===== src/rtl/tseq_pkg.sv =====
// Shared definitions for the 6502C T-state sequencer: interrupt source codes,
// the T1 one-hot constant, the injected opcode and an instruction-length clamp.
package tseq_pkg;

    typedef enum logic [1:0] {
        INT_NONE = 2'b00,
        INT_IRQ  = 2'b01,
        INT_NMI  = 2'b10,
        INT_RST  = 2'b11
    } int_src_t;

    localparam logic [31:0] T_ONE      = 32'd1;
    localparam logic [7:0]  BRK_OPCODE = 8'h00;

    function automatic int clamp_len(input int raw, input int lo, input int hi);
        if (raw < lo) return lo;
        if (raw > hi) return hi;
        return raw;
    endfunction

endpackage


===== src/rtl/int_arb.sv =====
// Interrupt arbiter: NMI rising-edge latch, IRQ masking and NMI > IRQ priority.
// Defining TSEQ_IRQ_SYNC_EN inserts two-flop synchronisers on nmi and irq.
module int_arb
    import tseq_pkg::*;
#(
    parameter int NUM_IRQ = 2
) (
    input  logic                       phi1,
    input  logic                       rst,
    input  logic                       nmi,
    input  logic [NUM_IRQ-1:0]         irq,
    input  logic                       i_flag,
    input  logic                       accept,
    output logic                       pending,
    output logic [1:0]                 src,
    output logic [$clog2(NUM_IRQ)-1:0] id
);
    localparam int ID_W = $clog2(NUM_IRQ);

    logic               nmi_s;
    logic [NUM_IRQ-1:0] irq_s;

`ifdef TSEQ_IRQ_SYNC_EN
    logic [1:0]         nmi_sync_reg;
    logic [NUM_IRQ-1:0] irq_sync1_reg;
    logic [NUM_IRQ-1:0] irq_sync2_reg;

    always_ff @(posedge phi1 or posedge rst) begin
        if (rst) begin
            nmi_sync_reg  <= '0;
            irq_sync1_reg <= '0;
            irq_sync2_reg <= '0;
        end else begin
            nmi_sync_reg  <= {nmi_sync_reg[0], nmi};
            irq_sync1_reg <= irq;
            irq_sync2_reg <= irq_sync1_reg;
        end
    end

    assign nmi_s = nmi_sync_reg[1];
    assign irq_s = irq_sync2_reg;
`else
    assign nmi_s = nmi;
    assign irq_s = irq;
`endif

    logic               nmi_prev_reg;
    logic               nmi_latch_reg;
    logic               nmi_latch_next;
    logic [NUM_IRQ-1:0] irq_masked;
    logic [ID_W-1:0]    id_sel;

    // A fresh edge arriving in the acceptance cycle survives the clear.
    assign nmi_latch_next = (nmi_latch_reg && !accept) || (nmi_s && !nmi_prev_reg);

    always_ff @(posedge phi1 or posedge rst) begin
        if (rst) begin
            nmi_prev_reg  <= 1'b0;
            nmi_latch_reg <= 1'b0;
        end else begin
            nmi_prev_reg  <= nmi_s;
            nmi_latch_reg <= nmi_latch_next;
        end
    end

    assign irq_masked = irq_s & {NUM_IRQ{~i_flag}};

    always_comb begin
        id_sel = '0;
        for (int i = NUM_IRQ - 1; i >= 0; i--) begin
            if (irq_masked[i]) id_sel = ID_W'(i);
        end
    end

    always_comb begin
        pending = nmi_latch_reg || (|irq_masked);
        src     = INT_NONE;
        id      = '0;
        if (nmi_latch_reg) begin
            src = INT_NMI;
        end else if (|irq_masked) begin
            src = INT_IRQ;
            id  = id_sel;
        end
    end

endmodule


===== src/rtl/tstate_seq.sv =====
// One-hot T-state sequencer with IR latch, SYNC and interrupt injection (opcode 00).
// Optional input synchronisers inside int_arb are enabled by TSEQ_IRQ_SYNC_EN.
module tstate_seq
    import tseq_pkg::*;
#(
    parameter int T_WIDTH = 7,
    parameter int NUM_IRQ = 2,
    parameter int BRK_LEN = 7
) (
    input  logic                       phi1,
    input  logic                       rst,
    input  logic                       rdy,
    input  logic                       nmi,
    input  logic [NUM_IRQ-1:0]         irq,
    input  logic                       i_flag,
    input  logic [7:0]                 opcode_in,
    input  logic [2:0]                 cyc_len,
    input  logic                       ext_cycle,
    output logic [T_WIDTH-1:0]         t_state,
    output logic                       sync,
    output logic [7:0]                 opcode,
    output logic                       force_brk,
    output logic [1:0]                 int_src,
    output logic [$clog2(NUM_IRQ)-1:0] irq_id,
    output logic                       instr_done
);
    localparam int LW   = $clog2(T_WIDTH + 1);
    localparam int ID_W = $clog2(NUM_IRQ);

    logic [T_WIDTH-1:0] t_state_reg, t_state_next;
    logic [LW-1:0]      len_reg, len_next, len_eff;
    logic [7:0]         opcode_reg, opcode_next;
    logic               force_brk_reg, force_brk_next;
    int_src_t           int_src_reg, int_src_next;
    logic [ID_W-1:0]    irq_id_reg, irq_id_next;
    logic               sync_reg, sync_next;
    logic [T_WIDTH-1:0] last_mask;
    logic               at_last;
    logic               accept;
    logic               arb_pending;
    logic [1:0]         arb_src;
    logic [ID_W-1:0]    arb_id;
    int                 len_base;
    int                 len_sum;

    int_arb #(.NUM_IRQ(NUM_IRQ)) u_int_arb (
        .phi1    (phi1),
        .rst     (rst),
        .nmi     (nmi),
        .irq     (irq),
        .i_flag  (i_flag),
        .accept  (accept),
        .pending (arb_pending),
        .src     (arb_src),
        .id      (arb_id)
    );

    // In T2 the length comes straight from predecode so a 2-cycle op can end there.
    always_comb begin
        len_base = int'(len_reg);
        if (force_brk_reg)
            len_base = BRK_LEN;
        else if (t_state_reg[1])
            len_base = clamp_len(int'(cyc_len), 2, T_WIDTH);
        len_sum = len_base;
        if (ext_cycle && !force_brk_reg && !t_state_reg[0])
            len_sum = clamp_len(len_base + 1, 2, T_WIDTH);
        len_eff = LW'(len_sum);
    end

    genvar gi;
    for (gi = 0; gi < T_WIDTH; gi++) begin : g_last
        assign last_mask[gi] = (len_eff == LW'(gi + 1));
    end

    assign at_last    = |(t_state_reg & last_mask);
    assign accept     = rdy && at_last;
    assign instr_done = accept;

    always_comb begin
        t_state_next   = t_state_reg;
        len_next       = len_reg;
        opcode_next    = opcode_reg;
        force_brk_next = force_brk_reg;
        int_src_next   = int_src_reg;
        irq_id_next    = irq_id_reg;
        sync_next      = sync_reg;
        if (rdy) begin
            len_next     = len_eff;
            t_state_next = at_last ? T_ONE[T_WIDTH-1:0] : (t_state_reg << 1);
            sync_next    = t_state_next[0];
            if (t_state_reg[0])
                opcode_next = force_brk_reg ? BRK_OPCODE : opcode_in;
            if (at_last) begin
                force_brk_next = arb_pending;
                int_src_next   = arb_pending ? int_src_t'(arb_src) : INT_NONE;
                irq_id_next    = arb_pending ? arb_id : '0;
            end
        end
    end

    always_ff @(posedge phi1 or posedge rst) begin
        if (rst) begin
            t_state_reg   <= T_ONE[T_WIDTH-1:0];
            len_reg       <= LW'(BRK_LEN);
            opcode_reg    <= BRK_OPCODE;
            force_brk_reg <= 1'b1;
            int_src_reg   <= INT_RST;
            irq_id_reg    <= '0;
            sync_reg      <= 1'b0;
        end else begin
            t_state_reg   <= t_state_next;
            len_reg       <= len_next;
            opcode_reg    <= opcode_next;
            force_brk_reg <= force_brk_next;
            int_src_reg   <= int_src_next;
            irq_id_reg    <= irq_id_next;
            sync_reg      <= sync_next;
        end
    end

    assign t_state   = t_state_reg;
    assign sync      = sync_reg;
    assign opcode    = opcode_reg;
    assign force_brk = force_brk_reg;
    assign int_src   = int_src_reg;
    assign irq_id    = irq_id_reg;

endmodule


===== config.mk =====
export PLATFORM = sky130hd
export DESIGN_NAME = tstate_seq
export DESIGN_NICKNAME = d
export VERILOG_FILES = /design/src/rtl/tseq_pkg.sv /design/src/rtl/int_arb.sv /design/src/rtl/tstate_seq.sv
export SDC_FILE = /design/constraint.sdc
export NUM_CORES = 1
export LEC_CHECK = 0
export ABC_AREA = 0
export CAP_MARGIN = 20
export CORE_MARGIN = 5
export CORE_UTILIZATION = 50
export DETAILED_ROUTE_END_ITERATION = 8
export PLACE_DENSITY = 0.95
export SLEW_MARGIN = 5
export SYNTH_ARGS = -nofsm -noshare
export SYNTH_HDL_FRONTEND = slang
export SYNTH_HIERARCHICAL = 1
export SYNTH_SLANG_ARGS = --single-unit

===== constraint.sdc =====
create_clock -name phi1 -period 7.6 [get_ports phi1]
set_input_delay 1.52 -clock phi1 [delete_from_list [all_inputs] [get_ports phi1]]
set_output_delay 1.52 -clock phi1 [all_outputs]
set_load 0.005 [all_outputs]

==> results of run 1 <==
## worst max-delay path, stage by stage
cell	delay, ns
sky130_fd_sc_hd__clkdlybuf4s50_1	0.57
sky130_fd_sc_hd__nor4bb_1	0.36
sky130_fd_sc_hd__or2_1	0.25
sky130_fd_sc_hd__inv_1	0.07
sky130_fd_sc_hd__ha_1	0.34
sky130_fd_sc_hd__nor2b_1	0.07
sky130_fd_sc_hd__mux2_4	0.29
sky130_fd_sc_hd__o211ai_4	0.20
sky130_fd_sc_hd__mux4_2	0.54
sky130_fd_sc_hd__and3_1	0.20
sky130_fd_sc_hd__a21o_1	0.25
sky130_fd_sc_hd__clkdlybuf4s50_1	0.49
## stage by stage
step                worst slack [ns]  power, mW  hold slack [ns]
floorplan                       2.21      0.466            0.399
global placement                1.07      0.595            0.410
detailed placement             0.954      0.615            0.430
CTS                            0.930      0.680            0.449
global route                   0.727      0.728            0.456
finish                         0.939      0.676            0.447
## cells in the final DEF (no fill, tap or decap), types with 4 or more instances in the layout
| master | count |
|---|---|
| sky130_fd_sc_hd__dfstp_2 | 7 |
| sky130_fd_sc_hd__nand2_1 | 25 |
| sky130_fd_sc_hd__o21ai_0 | 10 |
| sky130_fd_sc_hd__inv_1 | 11 |
| sky130_fd_sc_hd__nor2_1 | 10 |
| sky130_fd_sc_hd__mux2i_1 | 4 |
| sky130_fd_sc_hd__clkdlybuf4s50_1 | 39 |
| sky130_fd_sc_hd__o2bb2ai_1 | 7 |
| sky130_fd_sc_hd__nand3_1 | 4 |
| sky130_fd_sc_hd__dfrtp_1 | 18 |
## layout make-up
cell class,instances,share of cell area (%)
multi-input combinational,98,37.0
sequential,25,34.9
timing repair buffer,39,21.5
inverter,12,2.76
tap,31,2.14
clock buffer,3,1.24
clock inverter,1,0.414
## how the worst max path moves through the flow
stage               startpoint    endpoint  slack [ns]
global placement    cyc_len[2]  instr_done        1.07
finish              cyc_len[2]  instr_done        0.94
global route        cyc_len[2]  instr_done        0.73
detailed placement  cyc_len[2]  instr_done        0.95
CTS                 cyc_len[2]  instr_done        0.93
floorplan           cyc_len[2]  instr_done        2.21
## cells by family (layout without fill, tap and decap cells)
family / after synthesis / after routing / synth area share [%]
simple gates: 55 / 55 / 18.8
compound gates: 31 / 31 / 17.7
flops: 25 / 25 / 45.4
buf+inv: 18 / 55 / 6.54
mux: 11 / 11 / 10.7
fa+ha+maj: 1 / 1 / 0.895
## where the power goes
group          switching (mW)  total (mW)  internal (mW)
clock                  0.0415      0.0616         0.0201
sequential             0.0572       0.255          0.198
combinational           0.158       0.359          0.201
## layer usage
layer	routed length, um	up-vias	global-route usage (%)
met1	1370	579	21.0
met4	40	0	6.10
met3	160	4	4.14
li1	-	567	-
met5	0	-	0
met2	1730	36	30.9
==> out/metrics.yaml, run 1 <==
largest_register_ffs: 8
cts.hold.buffers_added: 0
chipHeight_um: 62.9
status: "finished clean"
p_per_area_nw_per_um2: 372
htreeDepth: 1
multi_input_area_um2: 672
netlist_area_um2: 1400
drt_drc_violations_left: 0
track_usage_pct: 17.7
holdPathStages: 1
place_hpwl_um: 2570
setup_tns_ns: 0
p_leak_nw: 0.775
timing.max_slew.rel_slack_pct: 44.2
ys_dominant_reg_cell: "sky130_fd_sc_hd__dfrtp_1"
gp_routability_congestion: 0.867
cts-buffers-inserted: 3
start_to_end_type_of_the_worst_setup_path: "input pin to output pin"
synth_largest_area_cell: "sky130_fd_sc_hd__dfrtp_1"
report.final.setup_viol: 0
crit_fanout: 6
finish.utilization_pct: 67.0
worst_margin_pin_slew_ns: 0.836
clk_latency_ns: 0.33
worstReg2RegEnd: "force_brk$_DFFE_PP1P_"
ff_latch_area_um2: 634
drt-vias-per-instance: 5.67
critPathArrivalTime_ns: 5.14
rr_worst_depth: 11
postSynthCellCount: 141
synth_top_cells_by_area: "sky130_fd_sc_hd__dfrtp_1, sky130_fd_sc_hd__dfstp_2, sky130_fd_sc_hd__nand2_1, sky130_fd_sc_hd__o2bb2ai_1, sky130_fd_sc_hd__o21ai_0"
fin_crit_ns: 6.66
cts-root-to-sink-buffers: 2
avgRoutedWirePerCell_um: 15.8
layout_worst_path_cycle_share_pct: 87.6
worstHoldPathType: "register to register"
postLayoutCellArea_um2: 1820
max_clock_freq_mhz: 150
antenna_cell_count: 0
r2r_setup_slack_ns: 4.06
area_growth_syn_to_layout_pct: 29.9
post-cts-setup-buffer-count: 0
yosysMostFrequentCell: "sky130_fd_sc_hd__nand2_1"
synth_top_cell_area_share_pct: 32.2
grt_max_degree: 24
dr_total_vias: 1186
syn_warnings: 6
postPlaceCellArea_um2: 1790
yosys-top-cells-count: "sky130_fd_sc_hd__nand2_1, sky130_fd_sc_hd__dfrtp_1, sky130_fd_sc_hd__inv_1, sky130_fd_sc_hd__nor2_1, sky130_fd_sc_hd__o21ai_0"
cts_tree: "built"
overflow: 0
route.antenna.remaining_nets: 0
numPlacedInstances: 205
startpoint_type: "input pin"
cts_sinks: 25
grt_pass1_vias: 1251
rsz0062_at_grt: "no"
power.ir.vdd_worst_mv: 0.265
hold_path_end: "u_int_arb/nmi_latch_reg$_DFF_PP0_"
floorplan.rows: 19
floorplan.die_area_um2: 3950
layout_fillers: 213
port_buffers: 39
antenna_found_initial: 0
path_clk_slew_ns: 0.13
chipWidth_um: 62.9
floorplan.initialDensity_pct: 51.6
hold_path_startpoint: "u_int_arb/nmi_prev_reg$_DFF_PP0_"
detail_route.first_pass.iterations: 4
synthArstFlopShare_pct: 100
drt-initial-drc-count: 60
synth.yosys.seq_area_share_pct: 45.4
ports: 40
routed_wirelength_um: 3300
postSynthNetCount: 161
synthesized_area_per_cell_um2: 9.91
number_of_standard_cells_in_the_layout_taps_in_and_fillers_out: 209
grt_first_pass_wirelength_um: 5750
count_of_flip_flops_with_a_built_in_enable_after_synthesis: 0
maxCapViolCount: 0
critical_path.reg2reg.startpoint: "t_state[1]$_DFFE_PP0P_"
count_of_cells_resized_by_post_cts_repair: 0
final_net_count: 199
timing.critical_path.to_type: "output pin"
final_hold_violation_count: 0
crit_required_ns: 6.08
core_ar_um2: 2710
yosys_register_bits: 25
slew_viols_final: 0
drive_gt1_share_pct: 12.9
ys_types: 40
cts.root.buffer_cell: "sky130_fd_sc_hd__clkbuf_4"
fin_worst_skew_ns: 0.0107
(Power assumes the default switching activity.)
==> run 2, diff against run 1 <==
--- a/config.mk
+++ b/config.mk
@@ -8,9 +8,10 @@
 export ABC_AREA = 0
 export CAP_MARGIN = 20
 export CORE_MARGIN = 5
-export CORE_UTILIZATION = 50
+export CORE_UTILIZATION = 35
+export CTS_CLUSTER_SIZE = 20
 export DETAILED_ROUTE_END_ITERATION = 8
-export PLACE_DENSITY = 0.95
+export PLACE_DENSITY = 0.74
 export SLEW_MARGIN = 5
 export SYNTH_ARGS = -nofsm -noshare
 export SYNTH_HDL_FRONTEND = slang
==> run 2 against run 1 <==
Effect of this change:
- first-iteration DRC count grew 10%
- sequential cell count stayed put
- clock power increased by 24%
- fmax grew 0.61%
- global-route usage shrank 5.4 points
- critical path type unchanged
- largest cell class unchanged
- largest power group unchanged
- highest routed layer unchanged
==> out/metrics.yaml, run 2 (synthesized netlist as in run 1, its figures left out) <==
cts.hold.buffers_added: 0
antenna_cell_count: 0
core_ar_um2: 3940
detail_route.first_pass.iterations: 4
layout_common_cells: "sky130_fd_sc_hd__clkdlybuf4s50_1, sky130_fd_sc_hd__nand2_1, sky130_fd_sc_hd__dfrtp_1"
place_hpwl_um: 2390
drt_drc_violations_left: 0
port_buffers: 39
slew_viols_final: 0
critPathArrivalTime_ns: 5.10
grt_max_degree: 24
worstHoldPathType: "register to register"
cp_num_buf_inv: 3
layout_worst_path_cycle_share_pct: 87.1
cts-root-to-sink-buffers: 2
cp.depth: 12
p_leak_nw: 0.786
dr_total_vias: 1124
rr_worst_depth: 11
cts-buffers-inserted: 3
htreeDepth: 1
multi_input_area_um2: 672
numPlacedInstances: 224
postPlaceCellArea_um2: 1810
report.final.setup_viol: 0
fin_crit_ns: 6.62
setup_tns_ns: 0
max_clock_freq_mhz: 151
chipHeight_um: 73.2
routed_wirelength_um: 3070
startpoint_type: "input pin"
ff_latch_area_um2: 634
chipWidth_um: 73.2
worst_margin_pin_slew_ns: 0.845
final_hold_violation_count: 0
cp_slowest_cell: "sky130_fd_sc_hd__clkdlybuf4s50_1"
cts.root.buffer_cell: "sky130_fd_sc_hd__clkbuf_8"
cts_tree: "built"
track_usage_pct: 12.3
crit_fanout: 6
avgRoutedWirePerCell_um: 13.5
grt_pass1_vias: 1119
route.antenna.remaining_nets: 0
finish.utilization_pct: 47.1
clk_latency_ns: 0.27
floorplan.rows: 23
floorplan.die_area_um2: 5360
largest_register_ffs: 8
crit_required_ns: 6.08
ports: 40
worst_path_most_repeated_cell: "sky130_fd_sc_hd__clkdlybuf4s50_1"
status: "finished clean"
final_net_count: 199
maxCapViolCount: 0
p_per_area_nw_per_um2: 368
antenna_found_initial: 0
number_of_standard_cells_in_the_layout_taps_in_and_fillers_out: 228
area_growth_syn_to_layout_pct: 32.8
count_of_cells_resized_by_post_cts_repair: 0
postLayoutCellArea_um2: 1860
layout_commonest_cell: "sky130_fd_sc_hd__clkdlybuf4s50_1"
gp_routability_congestion: 0.900
rsz0062_at_grt: "no"
start_to_end_type_of_the_worst_setup_path: "input pin to output pin"
drt-vias-per-instance: 4.93
drt-initial-drc-count: 66
cts_sinks: 25
path_clk_slew_ns: 0.08
overflow: 0
timing.max_slew.rel_slack_pct: 43.6
drive_gt1_share_pct: 12.9
fin_worst_skew_ns: 0.00789
holdPathStages: 1
layout_fillers: 373
floorplan.initialDensity_pct: 35.4
post-cts-setup-buffer-count: 0
power.ir.vdd_worst_mv: 0.158
grt_first_pass_wirelength_um: 5150
worstPathCellList: "clkdlybuf4s50_1, nor4bb_1, or2_1, inv_1, ha_1, nor2b_1, mux2_4, o211ai_4, mux4_2, and3_1, a21o_1, clkdlybuf4s50_1"
timing.critical_path.to_type: "output pin"
critical_path.max_stage_delay_ns: 0.57
cp_top_family: "buffers and inverters"
-- run 2: cell count changes in the layout (fill, tap and decap cells not counted), sizes merged --
cell | before | now
clkinvlp | 1 | 0
clkinv | 1 | 2
-- run 2: cell type report --
class | count | area share (%)
sequential | 25 | 34.2
multi-input combinational | 98 | 36.2
inverter | 12 | 2.70
clock buffer | 3 | 2.23
timing repair buffer | 39 | 21.0
clock inverter | 1 | 0.270
tap | 50 | 3.37
-- run 2: metal layers --
| metal | share of wire (%) | global-route usage, % | routed length [um] | up-vias |
|---|---|---|---|---|
| li1 | - | - | - | 572 |
| met4 | 2.0 | 5.53 | 61 | 0 |
| met2 | 49 | 20.2 | 1500 | 22 |
| met3 | 4.4 | 2.48 | 136 | 5 |
| met5 | 0 | 0 | 0 | - |
| met1 | 45 | 15.6 | 1370 | 525 |
-- run 2: per-stage QoR --
stage	worst slack [ns]	power [mW]	hold slack, ns
finish	0.980	0.682	0.428
floorplan	2.21	0.466	0.399
global route	0.710	0.738	0.460
CTS	0.968	0.691	0.434
global placement	1.05	0.606	0.417
detailed placement	0.981	0.611	0.423
-- run 2: final timing paths --
path / startpoint / to / slack (ns)
min in group asynchronous: rst / u_int_arb/nmi_prev_reg$_DFF_PP0_ / 1.43
max in group asynchronous: rst / t_state[4]$_DFFE_PP0P_ / 5.32
worst max register to register: t_state[1]$_DFFE_PP0P_ / force_brk$_DFFE_PP1P_ / 4.15
worst max-delay path: cyc_len[2] / instr_done / 0.98
worst min register to register: u_int_arb/nmi_prev_reg$_DFF_PP0_ / u_int_arb/nmi_latch_reg$_DFF_PP0_ / 0.43
worst min-delay path: u_int_arb/nmi_prev_reg$_DFF_PP0_ / u_int_arb/nmi_latch_reg$_DFF_PP0_ / 0.43
-- run 2: power by group --
group | internal [mW] | total (mW) | switching (mW)
combinational | 0.201 | 0.352 | 0.151
clock | 0.0366 | 0.0765 | 0.0399
sequential | 0.198 | 0.253 | 0.0549
